### config.mk
export PLATFORM = sky130hd
export DESIGN_NAME = lsu_mem_ctrl_flat
export DESIGN_NICKNAME = d
export VERILOG_FILES = /design/src/rtl/lsu_mem_ctrl_if.sv /design/src/rtl/lsu_mem_ctrl.sv /design/src/flat_wrapper.sv
export SDC_FILE = /design/constraint.sdc
export NUM_CORES = 1
export LEC_CHECK = 0
export CAP_MARGIN = 20
export CORE_ASPECT_RATIO = 1.75
export CORE_MARGIN = 5
export CORE_UTILIZATION = 23
export DETAILED_ROUTE_END_ITERATION = 12
export DONT_BUFFER_PORTS = 1
export MAX_ROUTING_LAYER = met4
export PLACE_DENSITY = 0.43
export REMOVE_ABC_BUFFERS = 1
export SYNTH_ARGS = -nofsm -noshare
export SYNTH_HDL_FRONTEND = slang
export SYNTH_SLANG_ARGS = --single-unit
### constraint.sdc
create_clock -name clk -period 5.92 [get_ports clk]
set_input_delay 1.184 -clock clk [delete_from_list [all_inputs] [get_ports clk]]
set_output_delay 1.184 -clock clk [all_outputs]
set_load 0.1 [all_outputs]
### src/rtl/lsu_mem_ctrl_if.sv
// lsu_mem_ctrl_if: word-wide data memory port between the load/store controller and memory.
interface lsu_mem_ctrl_if;
    logic        we;
    logic [31:0] addr;
    logic [2:0]  func3;
    logic [31:0] wdata;
    logic [31:0] rdata;
    logic        ready;
    modport master (output we, addr, func3, wdata, input rdata, ready);
    modport slave  (input we, addr, func3, wdata, output rdata, ready);
endinterface

### src/rtl/lsu_mem_ctrl.sv
// lsu_mem_ctrl: MEM-stage RV32I load/store initiator; sub-word stores via read-modify-write,
// loads via lane extraction and sign/zero extension, with a ready timeout.
module lsu_mem_ctrl #(
    parameter int READY_TIMEOUT = 16
) (
    input  logic        clk,
    input  logic        reset,
    input  logic        i_req_valid,
    output logic        o_req_ready,
    input  logic        i_req_store,
    input  logic [2:0]  i_req_func3,
    input  logic [31:0] i_req_addr,
    input  logic [31:0] i_req_wdata,
    output logic        o_resp_valid,
    output logic [31:0] o_resp_rdata,
    output logic        o_resp_err,
    output logic        o_busy,
    lsu_mem_ctrl_if.master mem
);
    localparam int CW = $clog2(READY_TIMEOUT + 1);
    typedef enum logic [2:0] {IDLE, ISSUE_R, WAIT_R, ISSUE_W, WAIT_W, RESP} state_t;
    state_t      r_state, w_next;
    logic        r_we, w_we, r_resp_valid, r_err, w_err, r_rmw, w_rmw;
    logic [31:0] r_addr, w_addr, r_wdata, w_wdata, r_rdata, w_rdata;
    logic [CW-1:0] r_cnt, w_cnt, w_inc;
    logic [1:0]  r_a, w_a;
    logic [2:0]  r_f3, w_f3;
    logic [15:0] r_wd, w_wd;
    logic [31:0] w_sh, w_load, w_mask, w_ins, w_merge;
    logic [15:0] w_h;
    logic [7:0]  w_b;
    logic        w_bad;
    assign w_sh    = mem.rdata >> {r_a, 3'b000};
    assign w_b     = w_sh[7:0];
    assign w_h     = r_a[1] ? mem.rdata[31:16] : mem.rdata[15:0];
    assign w_load  = r_f3 == 3'd0 ? {{24{w_b[7]}}, w_b} :
                     r_f3 == 3'd1 ? {{16{w_h[15]}}, w_h} :
                     r_f3 == 3'd4 ? {24'd0, w_b} :
                     r_f3 == 3'd5 ? {16'd0, w_h} : mem.rdata;
    assign w_mask  = r_f3[0] ? (32'h0000_FFFF << {r_a[1], 4'b0000}) : (32'h0000_00FF << {r_a, 3'b000});
    assign w_ins   = r_f3[0] ? {2{r_wd}} : {4{r_wd[7:0]}};
    assign w_merge = (mem.rdata & ~w_mask) | (w_ins & w_mask);
    assign w_inc   = r_cnt + CW'(1);
    // Stores only exist as B/H/W; misalignment is judged on the byte address before it is word-aligned
    assign w_bad   = (i_req_func3 == 3'd3) || (i_req_func3[2:1] == 2'b11) || (i_req_store && i_req_func3[2]) ||
                     (i_req_func3[1:0] == 2'd1 && i_req_addr[0]) || (i_req_func3 == 3'd2 && |i_req_addr[1:0]);
    always_comb begin
        w_next  = r_state;
        w_we    = 1'b0;
        w_addr  = r_addr;
        w_wdata = r_wdata;
        w_rdata = r_rdata;
        w_err   = r_err;
        w_cnt   = r_cnt;
        w_a     = r_a;
        w_f3    = r_f3;
        w_wd    = r_wd;
        w_rmw   = r_rmw;
        unique case (r_state)
            IDLE: if (i_req_valid) begin
                w_a   = i_req_addr[1:0];
                w_f3  = i_req_func3;
                w_wd  = i_req_wdata[15:0];
                w_rmw = i_req_store && i_req_func3 != 3'd2;
                if (w_bad) begin
                    w_next  = RESP;
                    w_rdata = '0;
                    w_err   = 1'b1;
                end else begin
                    w_addr = {i_req_addr[31:2], 2'b00};
                    w_cnt  = '0;
                    if (i_req_store && i_req_func3 == 3'd2) begin
                        w_next  = ISSUE_W;
                        w_we    = 1'b1;
                        w_wdata = i_req_wdata;
                    end else begin
                        w_next = ISSUE_R;
                    end
                end
            end
            ISSUE_R: w_next = WAIT_R;
            ISSUE_W: w_next = WAIT_W;
            WAIT_R: if (mem.ready) begin
                if (r_rmw) begin
                    w_next  = ISSUE_W;
                    w_we    = 1'b1;
                    w_wdata = w_merge;
                    w_cnt   = '0;
                end else begin
                    w_next  = RESP;
                    w_rdata = w_load;
                    w_err   = 1'b0;
                end
            end else if (w_inc == CW'(READY_TIMEOUT)) begin
                w_next  = RESP;
                w_rdata = '0;
                w_err   = 1'b1;
            end else begin
                w_cnt = w_inc;
            end
            WAIT_W: if (mem.ready) begin
                w_next  = RESP;
                w_rdata = '0;
                w_err   = 1'b0;
            end else if (w_inc == CW'(READY_TIMEOUT)) begin
                w_next  = RESP;
                w_rdata = '0;
                w_err   = 1'b1;
            end else begin
                w_cnt = w_inc;
            end
            RESP:    w_next = IDLE;
            default: w_next = IDLE;
        endcase
    end
    always_ff @(posedge clk or posedge reset) begin
        if (reset) begin
            r_state      <= IDLE;
            r_we         <= 1'b0;
            r_addr       <= '0;
            r_wdata      <= '0;
            r_resp_valid <= 1'b0;
            r_rdata      <= '0;
            r_err        <= 1'b0;
            r_cnt        <= '0;
            r_a          <= '0;
            r_f3         <= '0;
            r_wd         <= '0;
            r_rmw        <= 1'b0;
        end else begin
            r_state      <= w_next;
            r_we         <= w_we;
            r_addr       <= w_addr;
            r_wdata      <= w_wdata;
            r_resp_valid <= w_next == RESP;
            r_rdata      <= w_rdata;
            r_err        <= w_err;
            r_cnt        <= w_cnt;
            r_a          <= w_a;
            r_f3         <= w_f3;
            r_wd         <= w_wd;
            r_rmw        <= w_rmw;
        end
    end
    assign o_req_ready  = r_state == IDLE;
    assign o_busy       = r_state != IDLE;
    assign o_resp_valid = r_resp_valid;
    assign o_resp_rdata = r_rdata;
    assign o_resp_err   = r_err;
    assign mem.we       = r_we;
    assign mem.addr     = r_addr;
    assign mem.func3    = 3'b010;
    assign mem.wdata    = r_wdata;
endmodule

### src/flat_wrapper.sv
// flat-port wrapper written by rule: the top's interface ports become plain ports
module lsu_mem_ctrl_flat 
#(
    parameter int READY_TIMEOUT = 16
)
  (clk, reset, i_req_valid, o_req_ready, i_req_store, i_req_func3, i_req_addr, i_req_wdata, o_resp_valid, o_resp_rdata, o_resp_err, o_busy, mem_we, mem_addr, mem_func3, mem_wdata, mem_rdata, mem_ready);
  lsu_mem_ctrl_if mem_i ();
  input  logic clk;
  input  logic reset;
  input  logic i_req_valid;
  output logic o_req_ready;
  input  logic i_req_store;
  input  logic [2:0] i_req_func3;
  input  logic [31:0] i_req_addr;
  input  logic [31:0] i_req_wdata;
  output logic o_resp_valid;
  output logic [31:0] o_resp_rdata;
  output logic o_resp_err;
  output logic o_busy;
  output wire logic [$bits(mem_i.we)-1:0] mem_we;
  output wire logic [$bits(mem_i.addr)-1:0] mem_addr;
  output wire logic [$bits(mem_i.func3)-1:0] mem_func3;
  output wire logic [$bits(mem_i.wdata)-1:0] mem_wdata;
  input wire logic [$bits(mem_i.rdata)-1:0] mem_rdata;
  input wire logic [$bits(mem_i.ready)-1:0] mem_ready;
  assign mem_we = mem_i.we;
  assign mem_addr = mem_i.addr;
  assign mem_func3 = mem_i.func3;
  assign mem_wdata = mem_i.wdata;
  assign mem_i.rdata = mem_rdata;
  assign mem_i.ready = mem_ready;
  lsu_mem_ctrl #(.READY_TIMEOUT(READY_TIMEOUT)) u_core (.clk(clk), .reset(reset), .i_req_valid(i_req_valid), .o_req_ready(o_req_ready), .i_req_store(i_req_store), .i_req_func3(i_req_func3), .i_req_addr(i_req_addr), .i_req_wdata(i_req_wdata), .o_resp_valid(o_resp_valid), .o_resp_rdata(o_resp_rdata), .o_resp_err(o_resp_err), .o_busy(o_busy), .mem(mem_i));
endmodule
# After elaboration in Yosys (flattened, before gate mapping)
# Cells that the tools add are included.
[totals]
output_inout_bits = 104
inputBits = 104
register_bits = 127
elab_cells = 112
[classes]
muxes = 48
reduce_logical = 20
n_bitwise = 5
add_sub_neg = 1
eq_ne = 23
n_shift = 3
[op_table]
columns = ["cell", "n"]
rows = [
  ["two-way mux 32 bit", 17],
  ["case mux 32 bit (3 select lines)", 1],
  ["AND 32 bit", 2],
  ["case mux 32 bit (2 select lines)", 1],
  ["NOT 32 bit", 1],
  ["OR 32 bit", 1],
  ["left shift 16 x 5 -> 32 bit (first input constant)", 1],
  ["left shift 8 x 5 -> 32 bit (first input constant)", 1],
  [">> shifter 32 x 5 -> 8 bit", 1],
  ["two-way mux 5 bit", 6],
  ["two-way mux 3 bit", 6],
  ["two-way mux 16 bit", 1],
  ["case mux 3 bit (5 select lines)", 1],
  ["case mux 5 bit (3 select lines)", 1],
  ["== test 3 x 2 -> 1 bit (second input constant)", 4],
  ["== test 3 bit (second input constant)", 4],
  ["two-way mux 1 bit", 11],
  ["!= test 2 bit (second input constant)", 4],
  ["== test 3 x 1 -> 1 bit (second input constant)", 2],
  ["logical NOT 3 bit", 2],
  ["!= test 2 x 1 -> 1 bit (second input constant)", 3],
  ["!= test 3 x 2 -> 1 bit (second input constant)", 2],
  ["AND reduction 6 bit", 1],
  ["nonzero test 3 bit", 2],
  ["17 further kinds", 24],
]

# Logic depth before layout (Yosys ltp)
[logic_depth]
depth_word = 9
depth_mapped = 8
mapped_depth_nobuf = 6

# Worst setup path before layout
# Ideal clock, no wire load.
[synth_timing]
path_kind = "register to output"
start = "reg u_core.r_state[1]"
end = "out o_busy"
arrival_time_ns = 4.018
required_time_ns = 4.736
path_slack_ns = 0.718
stages_incl_launch_ff = 4
path_buffers = 1
cell_sequence = "dfrtp_1 buf_4 nor3_1 inv_1"
[synth_between]
elab_chain_cells = 1
[synth_lines]
columns = ["item", "line", "rtl"]
rows = [
  ["start, declared", "lsu_mem_ctrl.sv:22", "state_t r_state, w_next;"],
  ["start signal, assigned", "lsu_mem_ctrl.sv:131", "r_state <= w_next;"],
  ["nonzero test 3 bit", "lsu_mem_ctrl.sv:146", "assign o_busy = r_state != IDLE;"],
  ["end, declared", "flat_wrapper.sv:19", "output logic o_busy;"],
]
# Every way passes these cells.

# Worst setup path after layout
# Ends and elaborated chain as after synthesis.

==> results.txt <==
----------------------------------------------------
[Global route]
  Routing usage on met3 ... 0.0575
  Vias in the first global route ... between 4,000 and 5,000
  Busiest layer in global routing ... met2
  Met2 Usage GRT ... 0.275
  Met1 Resource Use GR ... 0.156
  Maximum number of pins on one net before global-route repair ... between 80 and 90
  Wire length of the first global-routing pass ... 34,400 um
  Grt total ovfl ... 0
  Gr usage total ... 0.158
  Initial antenna violation count ... 2

[Clock tree]
  Total clock buffers created by CTS ... 17
  Clock sinks ... between 100 and 150
  Cts hold-fix bufs ... 0
  Bufs on Longest Clock Path ... 2
  H-tree Lvls ... 4
  Number of post-CTS setup repair buffers ... 0
  TritonCTS clock tree ... built
  Clock-pin transition on the worst setup and hold timing paths ... about 0.060 ns
  Insertion delay to the later sink of the worst-skew pair ... roughly 0.44 ns
  Number of instances resized during post-cts repair ... 0
  Root buffer selected by CTS ... sky130_fd_sc_hd__clkbuf_16

[Floorplan]
  Floorplan die area ... 30,900 um2
  Vert. Die Dim ... 229 um
  Initial core utilization ... 0.232
  Number of cell rows ... 80
  Core area ... 27,100 um2
  Horiz. Die Dim ... between 100 and 150 um
  I/O pin total ... between 200 and 250

[Cells and area]
  Final cell count without fillers ... ~1,000
  Sequential cell area ... about 3200 um2
  Area of all placed cells without fillers ... about 7300 um2
  Area of combinational cells with multiple inputs ... around 2900 um2
  Ratio of cells with drive above 1 in the final layout ... 0.137
  Layout-stage area growth over the synthesis result ... 16.0%
  Final #Nets ... 728
  Final core utilization ... 0.269
  Fill cell count ... 2,924

[STA]
  Worst slew pin tran ... about 1.1 ns
  Number of endpoints failing setup at the final stage ... 0
  Achievable frequency ... approximately 320 MHz
  Setup Total Neg Slack ... 0 ns
  Slew HR ... 0.268
  Minimum clock period ... between 3 and 4 ns
  Number of hold violations in the final report ... 0
  RSZ-0062 raised after global routing ... no
  Number of max-slew violations in the final report ... 0
  Setup skew after layout ... between 0.01 and 0.015 ns
  Share of the clock period used by the worst path after layout ... 0.527

[Worst setup path]
  Reg2reg end ... u_core.o_resp_rdata[20]
  Highest net fanout along the worst path ... 14
  R2R Setup Slk ... about 2.9 ns
  Critical setup path kind ... reg2out
  Launching element type of the critical path ... flop
  Reg2Reg Launch Point ... u_core.r_a[1]
  Worst Path Required ... 4.74 ns
  Setup crit end kind ... primary output
  Worst reg2reg path depth ... 5
  Worst endpoint data arrival time ... between 1.5 and 2 ns

[Placement]
  Half-perimeter wire length after detailed placement ... about 17,000 um
  Count of input and output buffers ... 0
  Number of placed instances, taps included ... roughly 970
  Last weighted congestion value of the routability-driven placer ... 0.786
  Total placed instance area ... between 6000 and 7000 um2

[Routing]
  Number of design rule violations left after detail routing ... 0
  DRT iter0 DRCs ... ~270
  First drt pass iteration count ... 6
  Wire length per cell ... 23.3 um
  Antenna-violating nets left ... 0
  Via-to-Cell Ratio ... around 4.7
  Overall routed net length ... approximately 23,000 um
  Total number of vias ... between 4,000 and 5,000

[Hold path]
  Hold Path Cell Cnt ... 2
  Worst hold start ... u_core.r_wd[12]
  HP Class ... reg2reg
  Min-Delay Endpoint ... u_core.r_wd[12]

[Yosys]
  Mux share of post-synthesis cell area ... 0.115
  Cells taking the most area after synthesis ... sky130_fd_sc_hd__dfrtp_1 (51%), sky130_fd_sc_hd__nand2_1 (7.5%), sky130_fd_sc_hd__mux2_2 (6.1%)
  Number of enable flip-flop cells after synthesis ... 0
  Number of synthesized register bits ... about 130
  Count of distinct cell types in the synthesized netlist ... 51
  Combinational family with the most area after synthesis ... compound AO/OA/AOI/OAI gates
  Synth Area in Adders ... 0.00199
  Fraction of registers with async set or reset after synthesis ... 1.00
  Area fraction in compound gates after synthesis ... 0.185
  Post-Synthesis Cell Area ... ~6300 um2
  Post-synthesis cell count ... roughly 640
  Most common cell in the netlist ... sky130_fd_sc_hd__dfrtp_1
  Main flop type after synthesis ... sky130_fd_sc_hd__dfrtp_1
  Part of the Yosys area used for sequential elements ... 0.505
  Top-area cell type share of the netlist area ... 0.505
  Syn_area_per_cell ... 9.84 um2
  Ys Warns ... 0
  Parity-gate share of the synthesized area counting xor and xnor cells ... 0
  Post-synthesis simple-gate area fraction ... 0.146
  Cell taking the most area after synthesis ... sky130_fd_sc_hd__dfrtp_1
  Most frequent cells after synthesis ... sky130_fd_sc_hd__dfrtp_1 (127), sky130_fd_sc_hd__nand2_1 (125), sky130_fd_sc_hd__o21ai_0 (49), sky130_fd_sc_hd__a21oi_1 (40), sky130_fd_sc_hd__mux2_2 (34)

[Run]
  Max-cap violations ... 0

[Outcome]
  Result of the run ... complete, no violations

----------------------------------------------------
flip-flops by register name, summed over array words and instances (netlist names), 2 cells and up:
name and flops:
u_core.mem.wdata 32, u_core.r_f3 3, u_core.r_a 2, u_core.o_resp_rdata 32
u_core.mem.addr 30, u_core.r_state 3, u_core.r_wd 16, u_core.r_cnt 5
routing by layer:
| layer | routed length (um) | up-vias | part of all wire |
|---|---|---|---|
| li1 | - | 2211 | - |
| met2 | 12700 | 166 | 0.54 |
| met1 | 8010 | 2363 | 0.34 |
| met5 | 0 | - | 0 |
| met4 | 674 | 0 | 0.029 |
| met3 | 2000 | 36 | 0.086 |
cell usage in the layout, fill, tap and decap left out, types with 5 or more instances in the layout:
master	netlist	layout
sky130_fd_sc_hd__a21oi_1	40	40
sky130_fd_sc_hd__a22o_1	11	11
sky130_fd_sc_hd__a31oi_1	16	16
sky130_fd_sc_hd__buf_4	10	5
sky130_fd_sc_hd__bufinv_16	0	5
sky130_fd_sc_hd__clkbuf_16	0	18
sky130_fd_sc_hd__conb_1	2	5
sky130_fd_sc_hd__dfrtp_1	127	127
sky130_fd_sc_hd__inv_1	18	17
sky130_fd_sc_hd__mux2_1	13	13
sky130_fd_sc_hd__mux2_2	34	34
sky130_fd_sc_hd__mux2i_1	17	17
sky130_fd_sc_hd__nand2_1	125	124
sky130_fd_sc_hd__nand3_1	6	6
sky130_fd_sc_hd__nor2_1	30	30
sky130_fd_sc_hd__nor2b_1	19	19
sky130_fd_sc_hd__nor3_1	11	10
sky130_fd_sc_hd__o211ai_1	9	9
sky130_fd_sc_hd__o21ai_0	49	49
sky130_fd_sc_hd__o221ai_1	8	8
sky130_fd_sc_hd__o22ai_1	8	8
sky130_fd_sc_hd__o2bb2ai_1	15	15
kinds of logic after synthesis:
| group | after synthesis |
|---|---|
| AND/OR/NAND/NOR | 205 |
| AO/OA/AOI/OAI | 176 |
| flip-flops | 127 |
| multiplexers | 65 |
| buffers and inverters | 63 |
| other | 2 |
| adder cells (fa/ha/maj) | 1 |
layout make-up:
cell class,instances,area share
Sequential cell,127,0.436
Clock buffer,21,0.0645
Timing Repair Buffer,6,0.00857
Inverter,19,0.0105
Antenna cell,2,0.000686
Tap cell,369,0.0633
Clock inverter,10,0.0252
Multi-Input combinational cell,452,0.392
worst max path at each step:
stage | from | end | slack (ns)
2_1_floorplan | u_core.r_state[1] | o_busy | 0.77
3_3_place_gp | i_req_store | u_core.mem.wdata[20] | 2.63
3_5_place_dp | i_req_store | u_core.mem.wdata[21] | 2.61
4_1_cts | u_core.r_state[1] | o_busy | 2.72
5_1_grt | u_core.r_state[1] | o_busy | 2.67
6_report | u_core.r_state[1] | o_busy | 2.80
through the flow:
stage / worst slack [ns] / hold WS (ns)
2_1_floorplan: 0.775 / 0.447
3_3_place_gp: 2.63 / 0.471
3_5_place_dp: 2.61 / 0.470
4_1_cts: 2.72 / 0.495
5_1_grt: 2.67 / 0.518
6_report: 2.80 / 0.490
critical path, cell delays in order, from the launching register on:
cell and delay (ns):
sky130_fd_sc_hd__dfrtp_1 0.55, sky130_fd_sc_hd__nor3_2 0.45, sky130_fd_sc_hd__inv_1 0.50
Power is not shown: default switching activity piles up to over one toggle a cycle in this logic, so the estimate is an artifact.
